<file path="src/rtl/write_queue.sv">
// Wide-to-narrow width converter: each accepted IN_WIDTH word is replayed as
// IN_WIDTH/OUT_WIDTH beats on a valid/ready stream, least-significant slice first.
module write_queue #(
    parameter int IN_WIDTH  = 64,
    parameter int OUT_WIDTH = 32
) (
    input  logic                 clk,
    input  logic                 reset,
    input  logic [IN_WIDTH-1:0]  din,
    input  logic                 vld_in,
    output logic                 rdy_upward,
    output logic [OUT_WIDTH-1:0] dout,
    output logic                 vld_out,
    input  logic                 rdy_downward,
    output logic                 last_out
);

    localparam int MAX   = IN_WIDTH / OUT_WIDTH;
    localparam int CNT_W = $clog2(MAX);
    localparam logic [CNT_W-1:0] CNT_LAST = CNT_W'(MAX - 1);

    typedef enum logic {
        EMPTY = 1'b0,
        SEND  = 1'b1
    } state_t;

    state_t                 state_reg;
    logic [IN_WIDTH-1:0]    dtmp_reg;
    logic [CNT_W-1:0]       cnt_reg;
    logic                   vld_out_reg;
    logic                   last_out_reg;

    // last_out_reg mirrors (state==SEND && cnt==MAX-1), so upstream is only
    // offered the slot while the final beat is being consumed.
    assign rdy_upward = reset & ((state_reg == EMPTY) | (last_out_reg & rdy_downward));
    assign vld_out    = vld_out_reg;
    assign last_out   = last_out_reg;
    assign dout       = dtmp_reg[OUT_WIDTH-1:0];

    always_ff @(posedge clk or negedge reset) begin
        if (!reset) begin
            state_reg    <= EMPTY;
            dtmp_reg     <= '0;
            cnt_reg      <= '0;
            vld_out_reg  <= 1'b0;
            last_out_reg <= 1'b0;
        end else begin
            case (state_reg)
                EMPTY: begin
                    if (vld_in) begin
                        dtmp_reg     <= din;
                        cnt_reg      <= '0;
                        state_reg    <= SEND;
                        vld_out_reg  <= 1'b1;
                        last_out_reg <= 1'b0;
                    end
                end
                SEND: begin
                    if (rdy_downward) begin
                        if (cnt_reg == CNT_LAST) begin
                            if (vld_in) begin
                                dtmp_reg     <= din;
                                cnt_reg      <= '0;
                                last_out_reg <= 1'b0;
                            end else begin
                                // Clearing dtmp keeps dout at zero while idle.
                                state_reg    <= EMPTY;
                                dtmp_reg     <= '0;
                                cnt_reg      <= '0;
                                vld_out_reg  <= 1'b0;
                                last_out_reg <= 1'b0;
                            end
                        end else begin
                            dtmp_reg     <= dtmp_reg >> OUT_WIDTH;
                            cnt_reg      <= cnt_reg + 1'b1;
                            last_out_reg <= ((cnt_reg + 1'b1) == CNT_LAST);
                        end
                    end
                end
            endcase
        end
    end

endmodule

</file>
<file path="config.mk">
export PLATFORM = sky130hd
export DESIGN_NAME = write_queue
export DESIGN_NICKNAME = d
export VERILOG_FILES = /design/src/rtl/write_queue.sv
export SDC_FILE = /design/constraint.sdc
export NUM_CORES = 1
export LEC_CHECK = 0
export BUFFER_PORTS_ARGS = -buffer_cell sky130_fd_sc_hd__buf_2
export CAP_MARGIN = 20
export CORE_ASPECT_RATIO = 1.25
export CORE_UTILIZATION = 45
export CTS_CLUSTER_DIAMETER = 50
export CTS_CLUSTER_SIZE = 25
export DETAILED_ROUTE_END_ITERATION = 8
export GPL_TIMING_DRIVEN = 0
export PLACE_DENSITY = 0.76
export SYNTH_ARGS = -nofsm -noshare
export SYNTH_HDL_FRONTEND = slang
export SYNTH_SLANG_ARGS = --single-unit
</file>
<file path="constraint.sdc">
create_clock -name clk -period 1.7 [get_ports clk]
set_clock_uncertainty 0.2 [all_clocks]
set_input_delay 0.17 -clock clk [delete_from_list [all_inputs] [get_ports clk]]
set_output_delay 0.17 -clock clk [all_outputs]
set_load 0.01 [all_outputs]
</file>
[After elaboration in Yosys (flattened, before gate mapping)]
Cells that the tools add are included.
Operators by class
  bitwise gates (word level): 4
  equality and inequality tests: 4
  add/sub/neg operators: 1
  reductions and logical operators: 2
  muxes and demuxes: 18
Operators with widths (number)
  64-bit 2-to-1 mux: 4
  64-bit case mux with 2 select lines: 1
  1-bit 2-to-1 mux: 10
  2-bit inequality test, second input constant: 3
  1-bit case mux with 2 select lines: 3
  4-bit AND reduction: 1
  1-bit bitwise AND: 2
  2-bit by 1-bit inequality test with 1-bit output, second input constant: 1
  2-bit AND reduction: 1
  1-bit adder, second input constant: 1
  1-bit inverter: 1
  1-bit bitwise OR: 1
Word-level totals
  output and inout bits: 35
  logic and storage cells: 33
  bits of input ports: 68
  register bits: 67

[Logic depth before layout (Yosys ltp)]
Gate-level depths: netlist of run 1.
  depth after elaboration: 4
  depth in mapped cells: 5

[Worst setup path after synthesis of run 1]
OpenSTA, ideal clock, no wires.
  kind: reg-to-reg
  start: register state_reg
  end: register dtmp_reg[20]
  arrival time: 1.287 ns
  setup slack: 0.087 ns
  cell stages (with the launch flop): 6
  library setup time: 0.126 ns
  cell sequence: dfrtp_1 a21boi_4 nor2b_2 buf_6 buf_6 a221o_1
On the way
  longest elaborated chain between the ends: 3
Ends and longest elaborated chain
  start, declared: RTL line 27  | state_t state_reg;
  start signal, assigned: RTL line 42  | state_reg <= EMPTY;
  start signal, assigned: RTL line 53  | state_reg <= SEND;
  start signal, assigned: RTL line 67  | state_reg <= EMPTY;
  1-bit inverter
  2-bit inequality test (no source line)
  2-bit AND reduction (no source line)
  end signal, assigned: RTL line 51  | dtmp_reg <= din;
  end signal, assigned: RTL line 62  | dtmp_reg <= din;
  end signal, assigned: RTL line 74  | dtmp_reg <= dtmp_reg >> OUT_WIDTH;
  end, declared: RTL line 28  | logic [IN_WIDTH-1:0] dtmp_reg;
Parallel ways exist; a longest one is shown, timed or not.
A chain may end at the register's enable or synchronous reset.

[Worst setup path after layout of run 1]
  start: register state_reg
  end: register dtmp_reg[25]
The elaborated chain is that of the path after synthesis.

==> results of run 1 <==
## metrics by stage
stage                     power [uW]  setup WS [ps]  cell area, um2  utilization [%]  hold WS, ps
after CTS                       5176          3.773            4462            71.43       -236.1
after global placement          3603         -375.4            3566            57.09        193.1
after floorplan                 3130          86.81            2949                -       -325.6
final                           5217          46.14            4493            71.94       -389.9
after detailed placement        3639         -304.6            3568            57.13        127.5
after global routing            5510         -3.526            4493            71.94       -331.5
## worst max-delay path: cells and delay by family, from the launching register on
family / cells / cell delay, ps
and+or+nand+nor: 1 / 180
muxes: 1 / 230
AOI/OAI and AO/OA: 1 / 290
DFF: 1 / 450
buffers and inverters: 1 / 190
## what timing repair did
action / in CTS / in global routing
buffers inserted: 4 / 3
resized for setup: 5 / 8
endpoints found under the setup margin: 61 / 58
pin swaps: 0 / 2
hold endpoints to repair: 132 / 67
## report_power, final
group | internal [uW] | switching (uW) | total [uW]
sequential | 1950 | 220 | 2170
clock | 816 | 569 | 1380
combinational | 981 | 685 | 1670
## cells by family (layout without fill, tap and decap cells)
group | Yosys count | in the layout | share of synthesized area [%]
AOI/OAI and AO/OA | 72 | 72 | 22.19
buffers and inverters | 51 | 239 | 12.26
DFF | 67 | 67 | 56.85
muxes | 1 | 1 | 0.4666
and+or+nand+nor | 39 | 39 | 8.231
## path summary, 6_finish.rpt
check	startpoint	end	cells past startpoint
max in group asynchronous	reset	state_reg	1
hold / removal	reset	dtmp_reg[15]	1
setup / recovery	state_reg	dtmp_reg[25]	4
hold reg to reg	dtmp_reg[47]	dtmp_reg[47]	1
min in group clk	din[28]	dtmp_reg[28]	3
setup reg to reg	state_reg	dtmp_reg[25]	4
## metal layers
| metal | wire (um) | vias up | track usage, % |
|---|---|---|---|
| met5 | 0 | - | 0 |
| met2 | 4246 | 94 | 42.19 |
| met3 | 367 | 15 | 5.114 |
| met1 | 3272 | 1256 | 30.73 |
| met4 | 163 | 0 | 10.22 |
| li1 | - | 1190 | - |
## layout make-up
class,instances,share of cell area (%)
Clock inverter,6,1.782
Tap cell,85,2.367
Timing Repair Buffer,173,26.93
Sequential cell,67,37.37
Clock buffer,10,2.840
Inverter,2,0.1671
Multi-Input combinational cell,112,20.47
Buffer,48,8.076
## layout by cell type, fill, tap and decap left out, drive strengths merged
cell / n
a21boi: 1
clkbuf: 12
nand3: 1
dfrtp: 67
and2: 31
inv: 2
a21oi: 4
nor2b: 5
a22oi: 2
dlygate4sd3: 64
clkinv: 4
o22ai: 2
mux2i: 1
buf: 155
nor2: 1
or2: 1
a221o: 30
bufinv: 2
a22o: 32
a21o: 1
==> flow_summary.toml, run 1 <==
[clock_network]
clock-root-buffer = "clkbuf_8"
clockBufferDepth = 2
clkSlewWorstSetupHoldPaths_ps = 70
cts_tree = "done"
cts-htree-levels = 3
cts_hold_buf = 64
cts_num_sinks = 67
clk_latency_ps = 340
cts_buffers = 9

[logic_synthesis]
synth-edff-count = 0
yosys-top-cells-area = "dfrtp_1 57%, a221o_1 10%, a22o_1 9.5%"
netlist_area_um2 = 2949
synth-seq-area-share_pct = 56.85
synth-main-ff-cell = "dfrtp_1"
synth_top_area_cell = "dfrtp_1"
synth.most_common_cell = "dfrtp_1"
yosysWarnings = 0
avgSynthCellArea_um2 = 12.82
yosysTopAreaCellShare_pct = 56.85
netlist_instances = 230
synth-seq-cells = 67
syn-num-nets = 298
synth_cell_type_count = 20
synthArstFlopShare_pct = 100.0
synth_top_cells_by_count = "67 x dfrtp_1, 35 x buf_4, 32 x a22o_1, 31 x and2_1, 30 x a221o_1"

[die]
die_w_um = 74.41
initial_core_util_pct = 47.22
die_area_um2 = 6883
io_pins = 103
die_y_um = 92.51
coreArea_um2 = 6246
rows = 32

[drt]
num_vias = 2555
remaining_drc_errors = 0
dr.first_iter.drc_count = 166
antenna_left = 0
wire_per_inst_um = 16.00
dr.pass1.iters = 4
drt_wl_total_um = 8050
viasPerCell = 5.080

[run_status]
violations = "hold timing"
outcome = "finished with violations"

[setup_path]
crit_path_end_kind = "register"
cp_cell_sequence = "mux2i_4, buf_4, and2_1, a221o_1"
critPathLaunchType = "register"
cpMaxStageDelayCell = "dfrtp_2"
critical-path-max-stage-delay_ps = 450
critPathMaxFanout = 10
path_class = "register to register"
r2r_slack_ps = 50
cp.required_ps = 1710
critPathArrivalTime_ps = 1660

[min_path]
hold_path.class = "input port to async pin"

[timing]
finalMaxSlewViolations = 0
worst_hold_slack_ps = -389.9
setup_tns_ps = 0
min_period_ps = 1654
fmax_mhz = 604.6
tightest_slew_ps = 603.3
hold_viol = 67
setup-violations-final = 0
period_share_pct = 97.29
max-slew-margin-rel_pct = 59.78

[global_route]
grt_max_degree = 69
track_usage_pct = 25.05
grt_pass1_wl_um = 12800
grt_pass1_vias = 2716
antenna_found_initial = 0
grt_overflow_total = 0

[power_and_ir_drop]
leakagePower_uw = 0.002341
ir_worst_vdd_mv = 0.6918
power.density_nw_per_um2 = 1161

[finish]
multiInputGateArea_um2 = 919.6
largest_register_ff_count = 64
n_antenna_cell = 0
fillCellCount = 454
synthToLayoutAreaGrowth_pct = 52.35
stdcell_count = 503
nNetsFinal = 481
regArea_um2 = 1679
drive_gt1_share_pct = 42.58

[place]
place_inst = 417
place_congestion = 0.8323
port_buffers = 102
hpwl_um = 4493

[job]
cap_violations = 0
Note: power is estimated with default switching activity, not from simulation.
==> inputs of run 2 (changes only) <==
CORE_ASPECT_RATIO = 0.5   (was 1.25)
CORE_UTILIZATION = 53   (was 45)
CTS_CLUSTER_SIZE = 40   (was 25)
PLACE_DENSITY = 0.84   (was 0.76)
clock period = 1.93 ns   (was 1.7 ns; I/O delays follow)
==> flow_summary.toml, run 2 (synthesis results as in run 1) <==
[setup_path]
critPathMaxFanout = 10
r2r_slack_ps = 80
r2r_end = "dtmp_reg[6]"
critPathLaunchType = "register"
path_class = "register to register"
cp.required_ps = 1950
crit_path_end_kind = "register"
reg2reg_from = "state_reg"
critPathArrivalTime_ps = 1870
r2r_cells = 5

[min_path]
hold_start = "din[30]"
min_path_cells = 3
hold_end = "dtmp_reg[30]"
hold_path.class = "input port to register"

[drt]
num_vias = 2601
drt_wl_total_um = 8323
antenna_left = 0
wire_per_inst_um = 17.13
viasPerCell = 5.352
dr.pass1.iters = 4
dr.first_iter.drc_count = 72
remaining_drc_errors = 0

[global_route]
antenna_found_initial = 0
track_usage_pct = 30.25
grt_max_degree = 46
grt_pass1_vias = 2598
grt_overflow_total = 0
grt_pass1_wl_um = 12700

[place]
port_buffers = 102
hpwl_um = 4828
place_congestion = 0.7320

[die]
initial_core_util_pct = 57.43
coreArea_um2 = 5135
die_area_um2 = 5885
io_pins = 103
die_y_um = 54.75
rows = 18
die_w_um = 107.5

[timing]
max-slew-margin-rel_pct = 34.86
worst_hold_slack_ps = 48.00
hold_viol = 0
tightest_slew_ps = 973.9
finalMaxSlewViolations = 0
min_period_ps = 1851
rsz0062_at_grt = "false"
period_share_pct = 95.92
fmax_mhz = 540.1
setup-violations-final = 0

[finish]
synthToLayoutAreaGrowth_pct = 51.25
final_cell_mix = "109 x buf_2, 66 x dfrtp_1, 66 x dlygate4sd3_1, 35 x buf_4, 32 x a22o_1"
nNetsFinal = 479
final_common_cell = "buf_2"
utilization_pct = 86.87
n_antenna_cell = 0
largest_register_ff_count = 64
drive_gt1_share_pct = 41.11

[clock_network]
clockBufferDepth = 2
cts-htree-levels = 3
cts_num_sinks = 67
cts_tree = "done"
cts_buffers = 9
clock-root-buffer = "clkbuf_8"
clk_latency_ps = 340
clkSlewWorstSetupHoldPaths_ps = 70

[job]
cap_violations = 0

[power_and_ir_drop]
ir_worst_vdd_mv = 0.7320
power.density_nw_per_um2 = 1017
power.total_uw = 4536
leakagePower_uw = 0.002320

[run_status]
outcome = "finished clean"
## run 2: metrics by stage
stage                     cells  setup WS [ps]  TNS (ps)  instance area (um2)
after floorplan             230          316.8         0                 2949
after global placement      402         -91.67    -91.67                 3547
after detailed placement    403         -7.539    -21.63                 3567
after CTS                   485          56.61         0                 4439
after global routing        486          45.69         0                 4461
final                       486          78.65         0                 4461
## run 2: power breakdown
part | switching, uW | internal [uW]
sequential | 204 | 1710
combinational | 616 | 844
clock | 529 | 631
## run 2: cell type report
cell class	instances	area, um2
fillers	234	674.4
clock inverters	6	65.06
clock buffers	10	137.6
inverters	2	7.507
plain buffers	49	354.1
well taps	70	87.58
repair buffers	170	1211
multi-input cells	112	919.6
flip-flops and latches	67	1678
## run 2: timing repair
item,in CTS,in global routing
resized for setup,1,1
hold endpoints to repair,87,0
setup endpoints to repair,11,35
hold buffers,66,0
setup buffers,0,1
## run 2: layer usage
| layer | wire (um) | global-route usage (%) | up-vias | part of all wire [%] |
|---|---|---|---|---|
| met4 | 194 | 14.38 | 0 | 2.3 |
| li1 | - | - | 1185 | - |
| met2 | 4200 | 54.38 | 88 | 50 |
| met3 | 384 | 6.548 | 22 | 4.6 |
| met5 | 0 | 0 | - | 0 |
| met1 | 3543 | 36.21 | 1306 | 43 |
## run 2: critical path, cell delays in order (launching register included)
cell	delay, ps
dfrtp_2	470
mux2i_4	230
buf_12	150
clkbuf_1	200
and2_1	220
a221o_1	270
## run 2: worst max path at each step
stage | startpoint | to | slack, ps | depth (start not counted)
after floorplan | state_reg | dtmp_reg[20] | 320 | 5
after global placement | reset | rdy_upward | -90 | 3
after detailed placement | state_reg | dtmp_reg[35] | -8 | 4
after CTS | state_reg | dtmp_reg[35] | 60 | 4
after global routing | state_reg | dtmp_reg[6] | 50 | 5
final | state_reg | dtmp_reg[6] | 80 | 5
==> inputs of run 3 (changes only) <==
CORE_ASPECT_RATIO = default   (was 0.5)
CORE_UTILIZATION = 50   (was 53)
PLACE_DENSITY = 0.8   (was 0.84)
clock period = 1.85 ns   (was 1.93 ns; I/O delays follow)
==> flow_summary.toml, run 3 (synthesis results as in run 1) <==
[setup_path]
path_class = "input port to register"
critPathLaunchType = "input port"
r2r_cells = 5
reg2reg_from = "state_reg"
critPathArrivalTime_ps = 1820
crit_path_end_kind = "register"
critPathMaxFanout = 10
r2r_slack_ps = 100
cp.required_ps = 1910
r2r_end = "dtmp_reg[10]"
startpoint = "vld_in"

[power_and_ir_drop]
power.total_uw = 4450
swShare_pct = 29.02
leakagePower_uw = 0.002271
clock_power_share_pct = 21.9
net-switching-power_uw = 1292
ir_worst_vdd_mv = 0.6147
power.internal_uw = 3159
power.density_nw_per_um2 = 1022
sequentialPowerShare_pct = 44.6
p_comb_share_pct = 33.4

[clock_network]
clock-root-buffer = "clkbuf_8"
cts_num_sinks = 67
clk_latency_ps = 320
clockBufferDepth = 2
clkSlewWorstSetupHoldPaths_ps = 60
cts_hold_buf = 63
cts_tree = "done"
cts-htree-levels = 3
cts_buffers = 9

[global_route]
track_usage_pct = 26.24
grt_pass1_wl_um = 12270
antenna_found_initial = 0
grt_max_degree = 69
grt_pass1_vias = 2584
grt_overflow_total = 0

[finish]
n_antenna_cell = 0
final_common_cell = "buf_2"
regArea_um2 = 1678
final_cell_mix = "107 x buf_2, 66 x dfrtp_1, 63 x dlygate4sd3_1, 38 x buf_4, 32 x a22o_1"
nNetsFinal = 475
largest_register_ff_count = 64
synthToLayoutAreaGrowth_pct = 47.60
drive_gt1_share_pct = 40.34
multiInputGateArea_um2 = 919.6
fillCellCount = 376

[die]
die_w_um = 78.80
coreArea_um2 = 5608
rows = 27
die_y_um = 78.80
io_pins = 103
initial_core_util_pct = 52.59
die_area_um2 = 6209

[timing]
setup_tns_ps = 0
period_share_pct = 95.39
tightest_slew_ps = 832.2
worst_hold_slack_ps = -246.1
fmax_mhz = 566.6
min_period_ps = 1765
hold_viol = 67
finalMaxSlewViolations = 0
setup-violations-final = 0
max-slew-margin-rel_pct = 44.52
rsz0062_at_grt = "false"

[place]
port_buffers = 102
place_congestion = 0.8005
hpwl_um = 4512

[drt]
viasPerCell = 5.239
wire_per_inst_um = 15.77
dr.pass1.iters = 4
antenna_left = 0
remaining_drc_errors = 0
dr.first_iter.drc_count = 139
num_vias = 2520
drt_wl_total_um = 7587

[run_status]
outcome = "finished with violations"
violations = "hold timing"

[min_path]
hold_path.class = "input port to async pin"

[job]
cap_violations = 0
[run 3: changes by cell type in the layout (fill, tap and decap cells not counted), sizes merged]
cell         previous run  this run
clkinv                  4         0
clkbuf                 13        16
bufinv                  1         0
dlygate4sd3            66        63
clkinvlp                1         0
buf                   150       149
[run 3: how the worst max path moves through the flow]
stage / end / slack (ps)
CTS: dtmp_reg[45] / 20
floorplan: dtmp_reg[20] / 240
finish: dtmp_reg[45] / 90
global placement: rdy_upward / -230
detailed placement: dtmp_reg[45] / -140
global route: dtmp_reg[45] / 30
[run 3: routing by layer]
layer	vias up	GRT usage [%]	share of wire [%]
met3	9	5.057	4.6
li1	1173	-	-
met1	1253	32.87	43
met2	85	46.17	52
met4	0	7.222	0.98
met5	-	0	0
[run 3: per-stage QoR]
step                hold slack, ps  util (%)  instances  setup slack (ps)  area [um2]
floorplan                   -310.6         -        230             236.8        2949
global placement             207.8     63.30        404            -233.8        3550
detailed placement           137.0     63.34        404            -138.6        3552
CTS                         -212.4     77.55        481             23.57        4349
global route                -173.4     77.62        481             26.64        4353
finish                      -246.1     77.62        481             85.20        4353
[run 3: final cells by class]
class / instances / share of cell area (%)
Sequential cell: 67 / 38.55
Clock buffer: 13 / 3.421
Timing Repair Buffer: 166 / 26.44
Tap cell: 72 / 2.070
Multi-Input combinational cell: 112 / 21.13
Inverter: 2 / 0.1725
Buffer: 49 / 8.221
[run 3: power by group through the flow]
stage	clock network [uW]	registers, uW	logic (uW)
2_1_floorplan	0	1940	932
3_3_place_gp	0	1980	1320
3_5_place_dp	0	2000	1360
4_1_cts	994	1980	1480
5_1_grt	1060	2030	1610
6_report	976	1990	1490
[run 3: critical path, cell delays in order]
cell and delay (ps):
dlygate4sd3_1 530, buf_2 170, mux2i_4 270, buf_4 240, buf_2 250, a22o_1 170
[run 3: timing repair]
item	4_1_cts	5_1_grt
endpoints found under the setup margin	50	40
endpoints found under the hold margin	130	67
buffers inserted	1	0
gates resized for setup	2	4
